## config.mk

```make
export PLATFORM = sky130hd
export DESIGN_NAME = serial_pattern_gen_flat
export DESIGN_NICKNAME = d
export VERILOG_FILES = /design/src/rtl/serial_pattern_gen_if.sv /design/src/rtl/serial_pattern_gen.sv /design/src/flat_wrapper.sv
export SDC_FILE = /design/constraint.sdc
export NUM_CORES = 1
export LEC_CHECK = 0
export ABC_AREA = 1
export CAP_MARGIN = 20
export CORE_MARGIN = 1.5
export CORE_UTILIZATION = 50
export DETAILED_ROUTE_END_ITERATION = 12
export GPL_TIMING_DRIVEN = 0
export PLACE_DENSITY = 0.83
export REMOVE_ABC_BUFFERS = 1
export SYNTH_ARGS = -nofsm -noshare
export SYNTH_HDL_FRONTEND = slang
export SYNTH_SLANG_ARGS = --single-unit
```

## constraint.sdc

```tcl
create_clock -name clk -period 2.85 [get_ports clk]
set_clock_uncertainty 0.15 [all_clocks]
set_input_delay 0.57 -clock clk [delete_from_list [all_inputs] [get_ports clk]]
set_output_delay 0.57 -clock clk [all_outputs]
set_load 0.005 [all_outputs]
```

## src/rtl/serial_pattern_gen_if.sv

```systemverilog
`default_nettype none
// ============================================================================
//  Module      : serial_pattern_gen_if
//  Description : Control and status bundle for serial_pattern_gen.
//                The master side (switches / stimulus) drives start, stop,
//                pattern, len and repeat_en. The slave side (the generator)
//                returns the serial stream and its status flags.
//  Ports       :
//    start      master->slave  start request (level)
//    stop       master->slave  abort request (level)
//    pattern    master->slave  WIDTH-bit pattern, sent MSB (pattern[L-1]) first
//    len        master->slave  pattern length in bits; 0 or >WIDTH means WIDTH
//    repeat_en  master->slave  loop the pattern until stop
//    sout       slave->master  serial bit stream
//    sout_vld   slave->master  pulse on the first cycle of each bit
//    bit_idx    slave->master  pattern index of the bit on sout
//    busy       slave->master  high while a run is in progress
//    done       slave->master  one-cycle pulse when a single-shot run ends
//  Revision    : 1.0  initial release
// ============================================================================
interface serial_pattern_gen_if #(
  parameter int WIDTH = 8,
  parameter int LENW  = 4
);
  logic             start;
  logic             stop;
  logic [WIDTH-1:0] pattern;
  logic [LENW-1:0]  len;
  logic             repeat_en;
  logic             sout;
  logic             sout_vld;
  logic [LENW-1:0]  bit_idx;
  logic             busy;
  logic             done;

  modport master (
    output start, stop, pattern, len, repeat_en,
    input  sout, sout_vld, bit_idx, busy, done
  );

  modport slave (
    input  start, stop, pattern, len, repeat_en,
    output sout, sout_vld, bit_idx, busy, done
  );
endinterface
`default_nettype wire

```

## src/rtl/serial_pattern_gen.sv

```systemverilog
`default_nettype none
// ============================================================================
//  Module      : serial_pattern_gen
//  Description : Latches a parallel bit pattern on start and shifts it out
//                MSB-first on a single serial line, holding each bit for DIV
//                clocks. Supports single-shot or continuous repeat, abort via
//                stop, and busy/done status. All outputs are registered.
//  Ports       :
//    clk   in   system clock, rising edge
//    clr   in   asynchronous active-high reset
//    pg    slave modport of serial_pattern_gen_if (see interface header)
//  Parameters  :
//    WIDTH  maximum pattern length in bits (2..16)
//    DIV    clocks each bit is held on sout (>=1)
//    LENW   width of len / bit_idx; 2**LENW must exceed WIDTH
//  Revision    : 1.0  initial release
// ============================================================================
module serial_pattern_gen #(
  parameter int WIDTH = 8,
  parameter int DIV   = 1,
  parameter int LENW  = 4
) (
  input  wire logic             clk,
  input  wire logic             clr,
  serial_pattern_gen_if.slave   pg
);

  // Divider is at least one bit wide; with DIV=1 it never leaves zero and
  // synthesis folds it to a constant.
  localparam int DIVW = (DIV > 1) ? $clog2(DIV) : 1;

  localparam logic [DIVW-1:0]  c_DIV_LAST = DIVW'(DIV - 1);
  localparam logic [DIVW-1:0]  c_DIV_ONE  = DIVW'(1);
  localparam logic [LENW-1:0]  c_IDX_ONE  = LENW'(1);
  localparam logic [LENW-1:0]  c_LEN_MAX  = LENW'(WIDTH);

  typedef enum logic [1:0] {
    ST_IDLE = 2'd0,
    ST_RUN  = 2'd1,
    ST_DONE = 2'd2
  } state_t;

  state_t            state_q, state_d;
  logic [WIDTH-1:0]  pat_q,   pat_d;    // shadow copy of the pattern
  logic [LENW-1:0]   len_q,   len_d;    // shadow effective length L
  logic              rep_q,   rep_d;    // shadow repeat enable
  logic [DIVW-1:0]   div_q,   div_d;
  logic [LENW-1:0]   idx_q,   idx_d;
  logic              sout_q,  sout_d;
  logic              vld_q,   vld_d;
  logic              busy_q,  busy_d;
  logic              done_q,  done_d;

  // Effective length of the incoming request: 0 or anything beyond WIDTH
  // selects the full pattern width.
  logic [LENW-1:0]   w_len_eff;
  logic [LENW-1:0]   w_start_idx;
  logic [WIDTH-1:0]  w_start_shift;

  // Index and bit presented at the next bit boundary while running. Once the
  // last bit (index 0) has been held, the index wraps back to L-1, which is
  // only used when the run repeats.
  logic [LENW-1:0]   w_next_idx;
  logic [WIDTH-1:0]  w_next_shift;
  logic              w_div_last;

  assign w_len_eff     = ((pg.len == '0) || (pg.len > c_LEN_MAX)) ? c_LEN_MAX : pg.len;
  assign w_start_idx   = w_len_eff - c_IDX_ONE;
  assign w_start_shift = pg.pattern >> w_start_idx;

  assign w_next_idx    = (idx_q != '0) ? (idx_q - c_IDX_ONE) : (len_q - c_IDX_ONE);
  assign w_next_shift  = pat_q >> w_next_idx;
  assign w_div_last    = (div_q == c_DIV_LAST);

  // --------------------------------------------------------------------------
  // State and datapath registers
  // --------------------------------------------------------------------------
  always_ff @(posedge clk or posedge clr) begin
    if (clr) begin
      state_q <= ST_IDLE;
      pat_q   <= '0;
      len_q   <= '0;
      rep_q   <= 1'b0;
      div_q   <= '0;
      idx_q   <= '0;
      sout_q  <= 1'b0;
      vld_q   <= 1'b0;
      busy_q  <= 1'b0;
      done_q  <= 1'b0;
    end else begin
      state_q <= state_d;
      pat_q   <= pat_d;
      len_q   <= len_d;
      rep_q   <= rep_d;
      div_q   <= div_d;
      idx_q   <= idx_d;
      sout_q  <= sout_d;
      vld_q   <= vld_d;
      busy_q  <= busy_d;
      done_q  <= done_d;
    end
  end

  // --------------------------------------------------------------------------
  // Next-state and registered-output logic
  // --------------------------------------------------------------------------
  always_comb begin
    state_d = state_q;
    pat_d   = pat_q;
    len_d   = len_q;
    rep_d   = rep_q;
    div_d   = div_q;
    idx_d   = idx_q;
    sout_d  = 1'b0;
    vld_d   = 1'b0;
    busy_d  = 1'b0;
    done_d  = 1'b0;

    case (state_q)
      ST_IDLE: begin
        // stop outranks start so a held abort keeps the block parked.
        if (!pg.stop && pg.start) begin
          state_d = ST_RUN;
          pat_d   = pg.pattern;
          len_d   = w_len_eff;
          rep_d   = pg.repeat_en;
          div_d   = '0;
          idx_d   = w_start_idx;
          sout_d  = w_start_shift[0];
          vld_d   = 1'b1;
          busy_d  = 1'b1;
        end
      end

      ST_RUN: begin
        if (pg.stop) begin
          state_d = ST_IDLE;
          div_d   = '0;
          idx_d   = '0;
        end else if (!w_div_last) begin
          // Hold the current bit for the rest of its DIV-cycle slot.
          div_d  = div_q + c_DIV_ONE;
          sout_d = sout_q;
          busy_d = 1'b1;
        end else if ((idx_q != '0) || rep_q) begin
          // Next bit, or seamless wrap to pattern[L-1] when repeating.
          div_d  = '0;
          idx_d  = w_next_idx;
          sout_d = w_next_shift[0];
          vld_d  = 1'b1;
          busy_d = 1'b1;
        end else begin
          state_d = ST_DONE;
          div_d   = '0;
          done_d  = 1'b1;
        end
      end

      ST_DONE: begin
        // Single status cycle; start is deliberately not sampled here.
        state_d = ST_IDLE;
      end

      default: begin
        state_d = ST_IDLE;
        div_d   = '0;
        idx_d   = '0;
      end
    endcase
  end

  assign pg.sout     = sout_q;
  assign pg.sout_vld = vld_q;
  assign pg.bit_idx  = idx_q;
  assign pg.busy     = busy_q;
  assign pg.done     = done_q;

endmodule
`default_nettype wire

```

## src/flat_wrapper.sv

```systemverilog
// flat-port wrapper written by rule: the top's interface ports become plain ports
module serial_pattern_gen_flat 
#(
  parameter int WIDTH = 8,
  parameter int DIV   = 1,
  parameter int LENW  = 4
)
  (clk, clr, pg_start, pg_stop, pg_pattern, pg_len, pg_repeat_en, pg_sout, pg_sout_vld, pg_bit_idx, pg_busy, pg_done);
  serial_pattern_gen_if #(.WIDTH(WIDTH), .LENW(LENW)) pg_i ();
  input  wire logic clk;
  input  wire logic clr;
  input wire logic [$bits(pg_i.start)-1:0] pg_start;
  input wire logic [$bits(pg_i.stop)-1:0] pg_stop;
  input wire logic [$bits(pg_i.pattern)-1:0] pg_pattern;
  input wire logic [$bits(pg_i.len)-1:0] pg_len;
  input wire logic [$bits(pg_i.repeat_en)-1:0] pg_repeat_en;
  output wire logic [$bits(pg_i.sout)-1:0] pg_sout;
  output wire logic [$bits(pg_i.sout_vld)-1:0] pg_sout_vld;
  output wire logic [$bits(pg_i.bit_idx)-1:0] pg_bit_idx;
  output wire logic [$bits(pg_i.busy)-1:0] pg_busy;
  output wire logic [$bits(pg_i.done)-1:0] pg_done;
  assign pg_i.start = pg_start;
  assign pg_i.stop = pg_stop;
  assign pg_i.pattern = pg_pattern;
  assign pg_i.len = pg_len;
  assign pg_i.repeat_en = pg_repeat_en;
  assign pg_sout = pg_i.sout;
  assign pg_sout_vld = pg_i.sout_vld;
  assign pg_bit_idx = pg_i.bit_idx;
  assign pg_busy = pg_i.busy;
  assign pg_done = pg_i.done;
  serial_pattern_gen #(.WIDTH(WIDTH), .DIV(DIV), .LENW(LENW)) u_core (.clk(clk), .clr(clr), .pg(pg_i));
endmodule
```

==> results of run 1 <==
per-stage QoR:
| step | utilization | instance area (um2) | power (mW) | std cells |
|---|---|---|---|---|
| 2_1_floorplan | - | 1220 | 0.966 | 154 |
| 3_3_place_gp | 0.655 | 1490 | 1.15 | 206 |
| 3_5_place_dp | 0.655 | 1490 | 1.18 | 206 |
| 4_1_cts | 0.665 | 1510 | 1.32 | 209 |
| 5_1_grt | 0.665 | 1510 | 1.45 | 209 |
| 6_report | 0.665 | 1510 | 1.32 | 209 |
how the worst max path moves through the flow:
| stage | depth (start not counted) | start | to | slack (ps) |
|---|---|---|---|---|
| 3_5_place_dp | 10 | pg_len[1] | u_core.pg.sout$_DFF_PP0_ | 70 |
| 4_1_cts | 10 | pg_len[1] | u_core.pg.sout$_DFF_PP0_ | 400 |
| 3_3_place_gp | 10 | pg_len[1] | u_core.pg.sout$_DFF_PP0_ | 130 |
| 6_report | 10 | pg_len[1] | u_core.pg.sout$_DFF_PP0_ | 380 |
| 5_1_grt | 11 | pg_len[1] | u_core.pg.sout$_DFF_PP0_ | 260 |
| 2_1_floorplan | 9 | pg_len[1] | u_core.pg.sout$_DFF_PP0_ | 690 |
registers in the layout, indices dropped and copies added, names as in the netlist:
name	count
u_core.pg.sout	1
u_core.len_q	4
u_core.state_q	2
u_core.pat_q	8
u_core.rep_q	1
u_core.pg.busy	1
u_core.pg.done	1
u_core.pg.bit_idx	4
area by class of cell:
type / count / area, um2
clock buffers: 3 / 22.5
fillers: 183 / 762
inverters: 22 / 82.6
multi-input cells: 110 / 583
flip-flops and latches: 22 / 551
well taps: 28 / 35.0
repair buffers: 24 / 240
worst max-delay path: stages:
cell and delay [ps]:
clkdlybuf4s50_1 410, or3_1 400, nand2_1 90, nand2_1 70, ha_1 360, a21oi_1 140, o21ai_1 80, a21oi_1 150
nor2_1 80, o21bai_2 180
cell usage after synthesis (all sizes together):
master  count  area share
nand2      53        0.17
dfrtp      22        0.44
inv        22       0.066
nand3      17       0.082
o21ai      13       0.052
nor2        9       0.051
a21oi       4       0.019
buf         4       0.023
ha          2       0.020
nand3b      2       0.015
o211ai      2       0.012
a31oi       1      0.0050
o21bai      1      0.0090
o22ai       1      0.0050
o32ai       1      0.0070
or2         1      0.0050
or3         1      0.0050
xnor2       1      0.0070
xor2        1      0.0070
power by group:
| group | total [mW] | internal (mW) | switching [mW] |
|---|---|---|---|
| clock | 0.141 | 0.0494 | 0.0919 |
| sequential | 0.492 | 0.409 | 0.0829 |
| combinational | 0.691 | 0.299 | 0.392 |
| total | 1.32 | 0.758 | 0.567 |
metal layers:
layer | share of wire | track usage | vias to the layer above
met3 | 0.040 | 0.00847 | 9
li1 | - | - | 556
met1 | 0.45 | 0.301 | 521
met4 | 0.025 | 0.115 | 0
met5 | 0 | 0 | -
met2 | 0.48 | 0.365 | 43
kinds of logic (layout without fill, tap and decap cells):
| family | count (synthesis) | in the layout | synth area share |
|---|---|---|---|
| AO/OA/AOI/OAI | 23 | 23 | 0.110 |
| adder cells (fa/ha/maj) | 2 | 2 | 0.0201 |
| XOR/XNOR | 2 | 2 | 0.0141 |
| buffers and inverters | 26 | 49 | 0.0894 |
| AND/OR/NAND/NOR | 83 | 83 | 0.325 |
| flip-flops | 22 | 22 | 0.442 |
cells in the final DEF, fill, tap and decap left out:
cell	synthesis	final
clkbuf_4	0	3
inv_1	18	18
o211ai_1	2	2
o22ai_1	1	1
xor2_1	1	1
nor2_4	4	4
nand3_1	15	15
a21oi_2	1	1
nand2_4	1	1
o21ai_1	11	11
dfrtp_1	22	22
o21ai_0	2	2
a21oi_1	3	3
ha_1	2	2
xnor2_1	1	1
a31oi_1	1	1
nand3_2	1	1
o21bai_2	1	1
inv_2	4	4
nand3b_2	1	1
nand2_1	52	52
or2_0	1	1
or3_1	1	1
nand3_4	1	1
nor2_1	5	5
nand3b_1	1	1
o32ai_1	1	1
clkdlybuf4s50_1	0	24
==> out/results.ini, run 1 <==
[setup_path]
cp-start-kind = primary input
reg2regPathDepth = 11
r2r_start = u_core.pg.bit_idx[2]$_DFFE_PP0P_
reg2reg_to = u_core.pg.sout$_DFF_PP0_
critPathKind = in -> reg
critPathCaptureType = flip-flop
required_ps = 2900
worstPathMaxFanout = 5
reg2reg_slack_ps = 870
worst_ep_arrival_time_ps = 2520

[yosys]
synth-seq-cells = 22
syn_inst = 158
ys_warn_count = 0
synthDistinctLibCells = 29
ys_seq_area_frac = 0.442
synthesis.area_um2 = 1240
syn_area_per_cell_um2 = 7.88

[status]
outcome = finished, final reports clean

[timing]
fin_ws_ps = 379
worst_slew_pin_slew_ps = 819
finalCritPeriodShare = 0.867
maxSlewHeadroom = 0.453
clock.fmax_ghz = 0.405
tns_ps = 0
period_needed_ps = 2470
setup_viol_count_final = 0
rsz0062_at_grt = false
timing_hold_violations_final = 0
whs_ps = 347
drv_slew = 0

[min_path]
hold_end = u_core.pat_q[6]$_DFFE_PP0P_
whs_path_depth = 2
worstHoldStart = u_core.pat_q[6]$_DFFE_PP0P_
hold_class = reg -> reg

[cts]
clk_latency_ps = 310
cts.clk_slew.worst_paths_ps = 110
post_cts_buffers = 0
cts_root_buf = clkbuf_4
cts_tree = yes
cts_buffers = 3
clk_path_buf_depth = 2
postCtsHoldBufs = 0
htree_levels = 1
cts-resized-gates = 0
clkSinkCount = 22

[cells_and_area]
n_antenna_cell = 0
area_delta_synth_final_pct = 21.6
drive_gt1_frac = 0.0939
nets = 202

[pwr]
ir_worst_vdd_mv = 0.527
p_leak_nw = 0.757
p_per_area_nw_per_um2 = 875

[floorplan]
rows = 17
pin_count = 25
die_h_um = 52.9
core_um2 = 2280
start_util = 0.547
die_x_um = 52.9
die-area_um2 = 2800

[grt]
grt_max_degree = 23
grt_pass1_vias = 1102
grt_pass1_wl_mm = 4.60
track_usage = 0.223
grt_overflow_total = 0
grt_antenna_before_repair = 0

[place]
io_buffer_count = 24
place_congestion = 0.890
preCtsSetupSlack_ps = 73.2
place_hpwl_mm = 2.01

[routing]
drt_pre_antenna_iters = 4
vias = 1129
avgRoutedWirePerCell_um = 12.6
drt_iter0_drc = 26
drc_errors = 0
antenna_left = 0
wl_mm = 2.63
viasPerCell = 5.40

[run]
max_cap_viol_count = 0

Power figures use the tool's default switching activity.
==> run 2: changes to the inputs <==
TNS_END_PERCENT = 30   (was unset)
==> results of run 2 <==
The final DEF is identical to that of run 1; final timing and power are the same.
